[src/rtl/mem_access_ctrl.sv]
// Load/store sequencer between the execute stage and the data bus.
// Runs one req/gnt/rvalid bus transaction per memory operation and stalls the PC with hold_o
// until it completes. Produces byte enables and lane-replicated store data, and returns
// sign/zero-extended load data to the register file. An optional bus timeout is set by MAX_WAIT.
// Optional feature: define MEM_ACCESS_MISALIGN_TRAP_EN to trap misaligned half/word accesses
// with err_o instead of issuing a bus cycle.

module mem_access_ctrl #(
  parameter int unsigned MAX_WAIT = 255  // timeout across REQ+WAIT in cycles, 0 disables it
) (
  input  logic        clk,
  input  logic        rst,
  input  logic        req_re,
  input  logic        req_we,
  input  logic [31:0] req_addr,
  input  logic [31:0] req_wdata,
  input  logic [1:0]  byte_sel,
  input  logic        un_sign,
  input  logic [4:0]  rd_waddr,
  output logic        hold_o,
  output logic        rd_we_o,
  output logic [4:0]  rd_waddr_o,
  output logic [31:0] rd_wdata_o,
  output logic        bus_req_o,
  output logic        bus_we_o,
  output logic [31:0] bus_addr_o,
  output logic [3:0]  bus_be_o,
  output logic [31:0] bus_wdata_o,
  input  logic        bus_gnt_i,
  input  logic        bus_rvalid_i,
  input  logic [31:0] bus_rdata_i,
  output logic        err_o
);

  // Last counter value at which the access is still allowed to wait.
  localparam logic [31:0] WaitLast = (MAX_WAIT == 0) ? 32'd0 : MAX_WAIT - 1;
  localparam bit          TimeoutEn = (MAX_WAIT != 0);

  typedef enum logic [1:0] {StIdle, StReq, StWait, StDone} state_e;

  state_e      state_q, state_d;

  logic        we_q, we_d;
  logic [31:0] addr_q, addr_d;
  logic [1:0]  size_q, size_d;
  logic        uns_q, uns_d;
  logic [4:0]  rd_q, rd_d;
  logic [3:0]  be_q, be_d;
  logic [31:0] wdata_q, wdata_d;
  logic [31:0] rdata_q, rdata_d;
  logic        err_q, err_d;
  logic [31:0] cnt_q, cnt_d;

  logic        req_any;
  logic        misalign;
  logic        timeout;
  logic [3:0]  be_new;
  logic [31:0] wdata_new;
  logic [31:0] rdata_sh;
  logic [15:0] rdata_half;
  logic [31:0] load_ext;

  assign req_any = req_re | req_we;

  // The timeout fires once the counter reaches its limit without the bus having made progress.
  assign timeout = TimeoutEn && (cnt_q >= WaitLast);

  // Misalignment check on the incoming request; disabled builds never trap.
  always_comb begin
`ifdef MEM_ACCESS_MISALIGN_TRAP_EN
    misalign = ((byte_sel == 2'b01) & req_addr[0]) | (byte_sel[1] & (req_addr[1:0] != 2'b00));
`else
    misalign = 1'b0;
`endif
  end

  // Byte enables and lane-replicated store data from the incoming request.
  always_comb begin
    be_new    = 4'b1111;
    wdata_new = req_wdata;
    unique case (byte_sel)
      2'b00: begin
        be_new    = 4'b0001 << req_addr[1:0];
        wdata_new = {4{req_wdata[7:0]}};
      end
      2'b01: begin
        be_new    = req_addr[1] ? 4'b1100 : 4'b0011;
        wdata_new = {2{req_wdata[15:0]}};
      end
      default: begin
        be_new    = 4'b1111;
        wdata_new = req_wdata;
      end
    endcase
  end

  // Extract the addressed lane of the returned word and extend it to 32 bits.
  always_comb begin
    rdata_sh   = bus_rdata_i >> {addr_q[1:0], 3'b000};
    rdata_half = addr_q[1] ? bus_rdata_i[31:16] : bus_rdata_i[15:0];
    unique case (size_q)
      2'b00:   load_ext = {{24{~uns_q & rdata_sh[7]}}, rdata_sh[7:0]};
      2'b01:   load_ext = {{16{~uns_q & rdata_half[15]}}, rdata_half};
      default: load_ext = bus_rdata_i;
    endcase
  end

  // FSM state register.
  always_ff @(posedge clk or negedge rst) begin
    if (!rst) begin
      state_q <= StIdle;
    end else begin
      state_q <= state_d;
    end
  end

  // FSM next-state logic; bus progress takes priority over the timeout.
  always_comb begin
    state_d = state_q;
    unique case (state_q)
      StIdle: begin
        if (req_any) begin
          state_d = misalign ? StDone : StReq;
        end
      end
      StReq: begin
        if (bus_gnt_i) begin
          state_d = we_q ? StDone : StWait;
        end else if (timeout) begin
          state_d = StDone;
        end
      end
      StWait: begin
        // An rvalid coinciding with the grant was seen in StReq and is never sampled.
        if (bus_rvalid_i || timeout) begin
          state_d = StDone;
        end
      end
      StDone:  state_d = StIdle;
      default: state_d = StIdle;
    endcase
  end

  // Datapath next-state: latch the request, count wait cycles, capture load data, flag errors.
  always_comb begin
    we_d    = we_q;
    addr_d  = addr_q;
    size_d  = size_q;
    uns_d   = uns_q;
    rd_d    = rd_q;
    be_d    = be_q;
    wdata_d = wdata_q;
    rdata_d = rdata_q;
    err_d   = err_q;
    cnt_d   = cnt_q;
    unique case (state_q)
      StIdle: begin
        cnt_d = 32'd0;
        err_d = 1'b0;
        if (req_any) begin
          // Store wins when both strobes are set.
          we_d    = req_we;
          addr_d  = req_addr;
          size_d  = byte_sel;
          uns_d   = un_sign;
          rd_d    = rd_waddr;
          be_d    = be_new;
          wdata_d = wdata_new;
          err_d   = misalign;
        end
      end
      StReq: begin
        cnt_d = cnt_q + 32'd1;
        if (!bus_gnt_i && timeout) begin
          err_d = 1'b1;
        end
      end
      StWait: begin
        cnt_d = cnt_q + 32'd1;
        if (bus_rvalid_i) begin
          rdata_d = load_ext;
        end else if (timeout) begin
          err_d = 1'b1;
        end
      end
      default: ;
    endcase
  end

  // Datapath registers.
  always_ff @(posedge clk or negedge rst) begin
    if (!rst) begin
      we_q    <= 1'b0;
      addr_q  <= 32'd0;
      size_q  <= 2'b00;
      uns_q   <= 1'b0;
      rd_q    <= 5'd0;
      be_q    <= 4'b0000;
      wdata_q <= 32'd0;
      rdata_q <= 32'd0;
      err_q   <= 1'b0;
      cnt_q   <= 32'd0;
    end else begin
      we_q    <= we_d;
      addr_q  <= addr_d;
      size_q  <= size_d;
      uns_q   <= uns_d;
      rd_q    <= rd_d;
      be_q    <= be_d;
      wdata_q <= wdata_d;
      rdata_q <= rdata_d;
      err_q   <= err_d;
      cnt_q   <= cnt_d;
    end
  end

  // FSM outputs; everything is forced low while reset is asserted, including the
  // combinational stall in StIdle.
  always_comb begin
    hold_o      = 1'b0;
    rd_we_o     = 1'b0;
    rd_waddr_o  = 5'd0;
    rd_wdata_o  = 32'd0;
    bus_req_o   = 1'b0;
    bus_we_o    = 1'b0;
    bus_addr_o  = 32'd0;
    bus_be_o    = 4'b0000;
    bus_wdata_o = 32'd0;
    err_o       = 1'b0;
    if (rst) begin
      unique case (state_q)
        StIdle: hold_o = req_any;
        StReq: begin
          hold_o      = 1'b1;
          bus_req_o   = 1'b1;
          bus_we_o    = we_q;
          bus_addr_o  = {addr_q[31:2], 2'b00};
          bus_be_o    = be_q;
          bus_wdata_o = wdata_q;
        end
        StWait: hold_o = 1'b1;
        StDone: begin
          err_o = err_q;
          if (!we_q && !err_q) begin
            rd_we_o    = (rd_q != 5'd0);
            rd_waddr_o = rd_q;
            rd_wdata_o = rdata_q;
          end
        end
        default: ;
      endcase
    end
  end

endmodule

[config.mk]
export PLATFORM = sky130hd
export DESIGN_NAME = mem_access_ctrl
export DESIGN_NICKNAME = d
export VERILOG_FILES = /design/src/rtl/mem_access_ctrl.sv
export SDC_FILE = /design/constraint.sdc
export NUM_CORES = 1
export LEC_CHECK = 0
export ABC_AREA = 0
export CAP_MARGIN = 40
export CORE_ASPECT_RATIO = 1.25
export CORE_MARGIN = 2
export CORE_UTILIZATION = 53
export CTS_BUF_LIST = sky130_fd_sc_hd__clkbuf_2
export CTS_CLUSTER_SIZE = 40
export DETAILED_ROUTE_END_ITERATION = 6
export GPL_TIMING_DRIVEN = 0
export PLACE_DENSITY = 0.88
export SYNTH_ARGS = -nofsm -noshare
export SYNTH_HDL_FRONTEND = slang
export SYNTH_SLANG_ARGS = --single-unit
[constraint.sdc]
create_clock -name clk -period 3.8 [get_ports clk]
set_input_delay 0.76 -clock clk [delete_from_list [all_inputs] [get_ports clk]]
set_output_delay 0.76 -clock clk [all_outputs]
set_load 0.02 [all_outputs]
==> impl_results.md, run 1 <==
- Register area share after synthesis: 48.1%
- Crit path time final: 3.64 ns
- Max Clock Freq: 275 MHz
- Initial antenna violation count: 1
- Ys async rst share: 100%
- WL met1: 8700 um
- Final setup vio count: 0
- Commonest non-fill, non-tap cell in the layout: clkdlybuf4s50_1
- DP HPWL: 15600 um
- Switching Power: 0.00239 W
- Drt via density: 5.67
- Clock sink count: 144
- Most frequent cells in the layout: clkdlybuf4s50_1, dfrtp_1, nand2_1, and3_1, mux2_2
- IO buf count: 217
- Crit share post-route: 95.8%
- Post-synth EDFFs: 0
- Ys Warns: 0
- Die area: 15100 um^2
- Clk_skew: 0.0389 ns
- Largest net degree at the start of global routing: 87
- # IOs: 220
- Ys flop type: dfrtp_1
- Via Count: 6737
- CP Data Arrival Time: 2.88 ns
- Gr usage total: 28.5%
- Yosys reg bits: 144
- Status: finished clean
- # placed instances: 1155
- CP Class: flop to output pin
- Startpoint Class: flop
- Sequential standard cell area: 3610 um^2
- Die Ht: 137 um
- Worst slew pin tran: 0.855 ns
- Starting Density: 54.3%
- CP max stage cell: clkdlybuf4s50_1
- Max FO, Critical Path: 10
- Sequential Power Share: 38.5%
- Util after Layout: 74.7%
- Nets@finish: 1116
- Synthesized area per cell: 9.85 um^2
- Clock transition at path regs: 0.21 ns
- DR WL/cell: 18.0 um
- Crit-path max cell delay: 0.63 ns
- Max clock buf depth: 2
- DR iter-0 viols: 464
- Pint: 0.00392 W
- Synthesized area: 7500 um^2
- Unique cell type count in the Yosys netlist: 56
- CTS H-tree lvls: 4
- Final GP Congestion: 0.895
- Top Layer Used: met4
- Worst-path cell chain: ha_1, nand2_1, nor3_2, buf_4, clkbuf_2, and2_1, clkdlybuf4s50_1
- HP Class: input pin to async pin
- Clk pwr share: 18.2%
- Die width: 110 um
- Crit end category: output pin
- RSZ-0062 raised after global routing: no
- Final Hold Fails: 0
- Total grt overflow: 0
- Combinational share of power: 43.3%
- Post-CTS setup buffers: 0
- Proportion of layout cells with a drive suffix above 1: 12.5%
- First-pass GRT wire length: 33300 um
- Net Sw Frac: 37.9%
- Worst EP required: 3.04 ns
- Reported max-cap violation count: 0
- Mapped Cells: 761
- R2R Setup Slk: 1.55 ns
- Routed wire length on met3: 1520 um
- Cell leakage power: 4.80 nW
- Worst vdd ir: 0.412 mV
- Multi-input logic area: 3630 um^2
- Critical Path Source: state_q[0]
- Clock buffers created by TritonCTS: 17
- Residual DRC count: 0
- Drt pass-1 iters: 6
- Slew margin rel.: 42.8%
- Setup_tns: 0 ns
- P&R area growth vs syn: 37.6%
- Routed wire length: 21400 um
- Clk root buf: clkbuf_2
- Min Hold Slack: 0.0418 ns
- Layout fillers: 969
- Placeable Area: 13800 um^2
- Worst R2R Start: state_q[0]
- Vias in the first global route: 6645
- WL met2: 10400 um
- Antenna Nets Post-Route: 0
- Clk_lat worst skew: 0.69 ns
- Final Max Slew Viols: 0
- Non-filler cells, final: 1188
- CTS tree: built
- Num rows: 48
- PD cells: 612 nW/um^2
## through the flow
step | power, W | area (um^2) | setup WS [ns]
after floorplan | 0.00412 | 7500 | 1.39
after global placement | 0.00503 | 9890 | -5.38
after detailed placement | 0.00515 | 9920 | -0.495
after CTS | 0.00631 | 10300 | 0.100
after global routing | 0.00671 | 10300 | 0.0134
final | 0.00631 | 10300 | 0.158
## sequential cells by signal (all words and copies together) (netlist names)
register,count
wdata_q,32
addr_q,32
rd_q,5
be_q,4
rdata_q,32
err_q,1
size_q,2
we_q,1
state_q,2
uns_q,1
cnt_q,32
## per-layer routing
metal / vias to the layer above / GRT usage [%]
met4: 0 / 11.4
met1: 3252 / 37.1
met5: - / 0
met3: 53 / 6.29
li1: 3160 / -
met2: 272 / 46.1
## worst paths after layout
| kind | to | depth (start not counted) |
|---|---|---|
| max in group asynchronous | size_q[1] | 2 |
| max reg2reg | cnt_q[31] | 5 |
| min | cnt_q[26] | 2 |
| min in group clk | rdata_q[6] | 2 |
| max | rd_wdata_o[11] | 7 |
| min reg2reg | rdata_q[6] | 2 |
## critical path, delay by kind of cell (launching register included)
family        cells  cell delay [ns]
buf+inv           3             1.11
flops             1             0.47
simple gates      3             0.46
fa+ha+maj         1             0.17
## power groups by stage
| stage | Sequential [W] | Combinational (W) | Clock (W) |
|---|---|---|---|
| after CTS | 0.00242 | 0.00272 | 0.00117 |
| after global routing | 0.00250 | 0.00299 | 0.00123 |
| after floorplan | 0.00235 | 0.00178 | 0 |
| final | 0.00243 | 0.00273 | 0.00115 |
| after global placement | 0.00242 | 0.00261 | 0 |
| after detailed placement | 0.00246 | 0.00269 | 0 |
## layout make-up
| class | count | share of cell area [%] |
|---|---|---|
| multi-input cells | 552 | 35.2 |
| inverters | 11 | 0.400 |
| well taps | 175 | 2.12 |
| plain buffers | 54 | 2.38 |
| clock inverters | 14 | 2.29 |
| flip-flops and latches | 144 | 35.0 |
| diodes | 1 | 0.0243 |
| clock buffers | 18 | 0.874 |
| repair buffers | 219 | 21.7 |
## repair_timing
action	4_1_cts	5_1_grt
endpoints found under the hold margin	86	0
endpoints found under the setup margin	66	41
gates resized for setup	11	8
hold buffers	1	0
## logic make-up (layout without fill, tap and decap cells)
| logic type | after synthesis | after routing | synth area share (%) |
|---|---|---|---|
| xor gates and xnor gates | 26 | 26 | 3.04 |
| adders and majority gates | 7 | 7 | 1.17 |
| DFF | 144 | 144 | 48.1 |
| other | 1 | 3 | 0.0500 |
| muxes | 81 | 81 | 12.0 |
| and+or+nand+nor | 345 | 345 | 24.7 |
| buffers and inverters | 66 | 316 | 3.71 |
| AOI/OAI and AO/OA | 91 | 91 | 7.31 |
## synth_stat cells, types with 2 or more instances
cell type / n / area [um^2]
nor4_1: 6 / 37.5
inv_1: 11 / 41.3
and4_1: 3 / 26.3
mux2_2: 54 / 608
a21oi_1: 18 / 90.1
dfrtp_1: 144 / 3600
and3_1: 72 / 450
nand2_1: 83 / 312
nor2_1: 49 / 184
buf_2: 9 / 45.0
a22oi_1: 6 / 45.0
nand3_1: 52 / 260
nand4_1: 9 / 56.3
mux2i_1: 25 / 250
xnor2_1: 2 / 17.5
or3_1: 2 / 12.5
a222oi_1: 7 / 70.1
buf_4: 3 / 22.5
xor2_1: 24 / 210
o21ai_0: 46 / 230
and2_1: 40 / 250
nor2b_1: 7 / 43.8
clkbuf_1: 42 / 158
a221oi_1: 2 / 17.5
nor3_1: 5 / 25.0
nor4_2: 3 / 37.5
ha_1: 7 / 87.6
nand2b_1: 2 / 12.5
(Power assumes the default switching activity.)
==> run 2, diff against run 1 <==
--- a/config.mk
+++ b/config.mk
@@ -6,15 +6,15 @@
 export NUM_CORES = 1
 export LEC_CHECK = 0
 export ABC_AREA = 0
-export CAP_MARGIN = 40
 export CORE_ASPECT_RATIO = 1.25
 export CORE_MARGIN = 2
-export CORE_UTILIZATION = 53
+export CORE_UTILIZATION = 49
 export CTS_BUF_LIST = sky130_fd_sc_hd__clkbuf_2
 export CTS_CLUSTER_SIZE = 40
 export DETAILED_ROUTE_END_ITERATION = 6
+export GPL_ROUTABILITY_DRIVEN = 1
 export GPL_TIMING_DRIVEN = 0
-export PLACE_DENSITY = 0.88
+export PLACE_DENSITY = 0.82
 export SYNTH_ARGS = -nofsm -noshare
 export SYNTH_HDL_FRONTEND = slang
 export SYNTH_SLANG_ARGS = --single-unit
==> constraint.sdc (replaced) <==
create_clock -name clk -period 3.4 [get_ports clk]
set_input_delay 0.68 -clock clk [delete_from_list [all_inputs] [get_ports clk]]
set_output_delay 0.68 -clock clk [all_outputs]
set_load 0.02 [all_outputs]
==> run 2 against run 1 <==
  * Via count is 0.99% higher
  * Largest cell class unchanged
  * Highest routed layer unchanged
  * Critical path type unchanged
  * Largest power group unchanged
  * Sequential cell count stayed put
  * Register-to-register slack worse by 0.56 ns
  * Routed wire length is 3.9% higher
==> impl_results.md, run 2 (synthesis gave the netlist of run 1 again) <==
- DP HPWL: 15700 um
- Die width: 115 um
- HP Class: flop to flop
- Clk_lat worst skew: 0.73 ns
- Vias in the first global route: 7005
- Slew margin rel.: 40.3%
- P&R area growth vs syn: 39.4%
- WHS Path Cells: 2
- Util after Layout: 69.9%
- Sequential Power Share: 38.8%
- DR iter-0 viols: 457
- Clock buffers created by TritonCTS: 17
- R2R Setup Slk: 0.99 ns
- Status: finished clean
- Placeable Area: 15000 um^2
- DR WL/cell: 18.4 um
- Placement Setup Slack: -1.07 ns
- Final setup vio count: 0
- Max clock buf depth: 2
- Total grt overflow: 0
- Dpl cell area: 9930 um^2
- PD cells: 670 nW/um^2
- Crit end category: output pin
- Max Clock Freq: 302 MHz
- Startpoint Class: flop
- CTS tree: built
- Worst EP required: 2.72 ns
- Routed wire length: 22200 um
- Reported max-cap violation count: 0
- Worst Reg-to-Reg Cells: 6
- Clock sink count: 144
- Drt via density: 5.65
- Crit path time final: 3.31 ns
- Max FO, Critical Path: 10
- Die area: 16300 um^2
- CP Class: flop to output pin
- Clk pwr share: 17.1%
- Starting Density: 50.1%
- Antenna Nets Post-Route: 0
- Largest net degree at the start of global routing: 71
- Final GP Congestion: 0.855
- First-pass GRT wire length: 35100 um
- Commonest non-fill, non-tap cell in the layout: clkdlybuf4s50_1
- Final Hold Fails: 0
- Reg2reg end: cnt_q[31]
- Multi-input logic area: 3650 um^2
- Pint: 0.00430 W
- Num rows: 50
- Layout fillers: 1179
- Clock transition at path regs: 0.21 ns
- Gr usage total: 27.5%
- Non-filler cells, final: 1204
- Hold path endpoint: be_q[0]
- Die Ht: 142 um
- Initial antenna violation count: 1
- Post-layout worst setup margin: 0.0897 ns
- Sequential standard cell area: 3610 um^2
- Final Max Slew Viols: 0
- Hold wc startpoint: be_q[0]
- Worst slew pin tran: 0.892 ns
- Min Hold Slack: 0.506 ns
- CTS H-tree lvls: 4
- Cell leakage power: 5.26 nW
- Net Sw Frac: 38.5%
- Worst R2R Start: state_q[0]
- Worst vdd ir: 0.494 mV
- Combinational share of power: 44.0%
- Via Count: 6804
- IO buf count: 217
- CP Data Arrival Time: 2.63 ns
- # placed instances: 1162
- Drt pass-1 iters: 6
- Final Cell Area: 10400 um^2
- Proportion of layout cells with a drive suffix above 1: 13.3%
- Clk_skew: 0.0375 ns
- Most frequent cells in the layout: clkdlybuf4s50_1, dfrtp_1, nand2_1, and3_1, mux2_2
- # IOs: 220
- Clk root buf: clkbuf_2
- Nets@finish: 1125
- Residual DRC count: 0
- Crit share post-route: 97.4%
- Switching Power: 0.00270 W
==> run 2: cell count changes in the layout (fill, tap and decap cells not counted), sizes merged, moves of 2 or more <==
cell and delta:
dlygate4sd2 +39, clkdlybuf4s15 +2, dlygate4sd3 +3, buf +6, clkdlybuf4s50 -52, dlymetal6s2s +11, clkinv +2, clkbuf -2
==> run 2: area by class of cell <==
cell class              count  area share [%]
diodes                      1          0.0240
plain buffers              54            2.51
clock buffers              17           0.814
clock inverters            15            2.06
inverters                  11           0.395
multi-input cells         552            34.9
flip-flops and latches    144            34.5
well taps                 182            2.18
repair buffers            228            22.6
==> run 2: power groups by stage <==
| stage | logic, W | registers (W) | clock network, W |
|---|---|---|---|
| after CTS | 0.00307 | 0.00270 | 0.00122 |
| after detailed placement | 0.00302 | 0.00274 | 0 |
| after global placement | 0.00294 | 0.00271 | 0 |
| after floorplan | 0.00198 | 0.00263 | 0 |
| final | 0.00308 | 0.00272 | 0.00120 |
| after global routing | 0.00336 | 0.00279 | 0.00129 |
==> run 2: worst max-delay path, stage by stage (launching register included) <==
cell	delay [ns]
dfrtp_2	0.48
inv_1	0.13
ha_4	0.23
clkbuf_2	0.23
and3_1	0.18
clkdlybuf4s50_1	0.65
==> run 2: worst max path at each step <==
stage	start	slack, ns	cells past startpoint	end
6_report	state_q[1]	0.09	5	bus_wdata_o[29]
5_1_grt	state_q[0]	-0.0003	7	rd_wdata_o[19]
4_1_cts	state_q[1]	0.03	5	bus_wdata_o[14]
3_5_place_dp	rst	-1.07	8	rd_wdata_o[11]
3_3_place_gp	rst	-5.76	7	rd_wdata_o[11]
2_1_floorplan	rst	1.15	5	rd_wdata_o[10]
==> run 2: layer usage <==
| metal | global-route usage, % | wire, um | vias up |
|---|---|---|---|
| met5 | 0 | 0 | - |
| met4 | 10.3 | 612 | 0 |
| met3 | 6.39 | 1600 | 45 |
| met2 | 47.3 | 11200 | 298 |
| met1 | 33.5 | 8730 | 3306 |
| li1 | - | - | 3155 |
==> run 2: per-stage QoR <==
stage | total power [W] | setup TNS, ns
floorplan | 0.00461 | 0
finish | 0.00700 | 0
global route | 0.00744 | -0.000303
global placement | 0.00565 | -1170.79
CTS | 0.00699 | 0
detailed placement | 0.00576 | -37.05
==> run 2: repair_timing <==
action,4_1_cts,5_1_grt
hold buffers,6,0
resized for setup,65,19
setup buffers,3,0
gates cloned,1,0
hold endpoints to repair,70,0
setup endpoints to repair,108,37
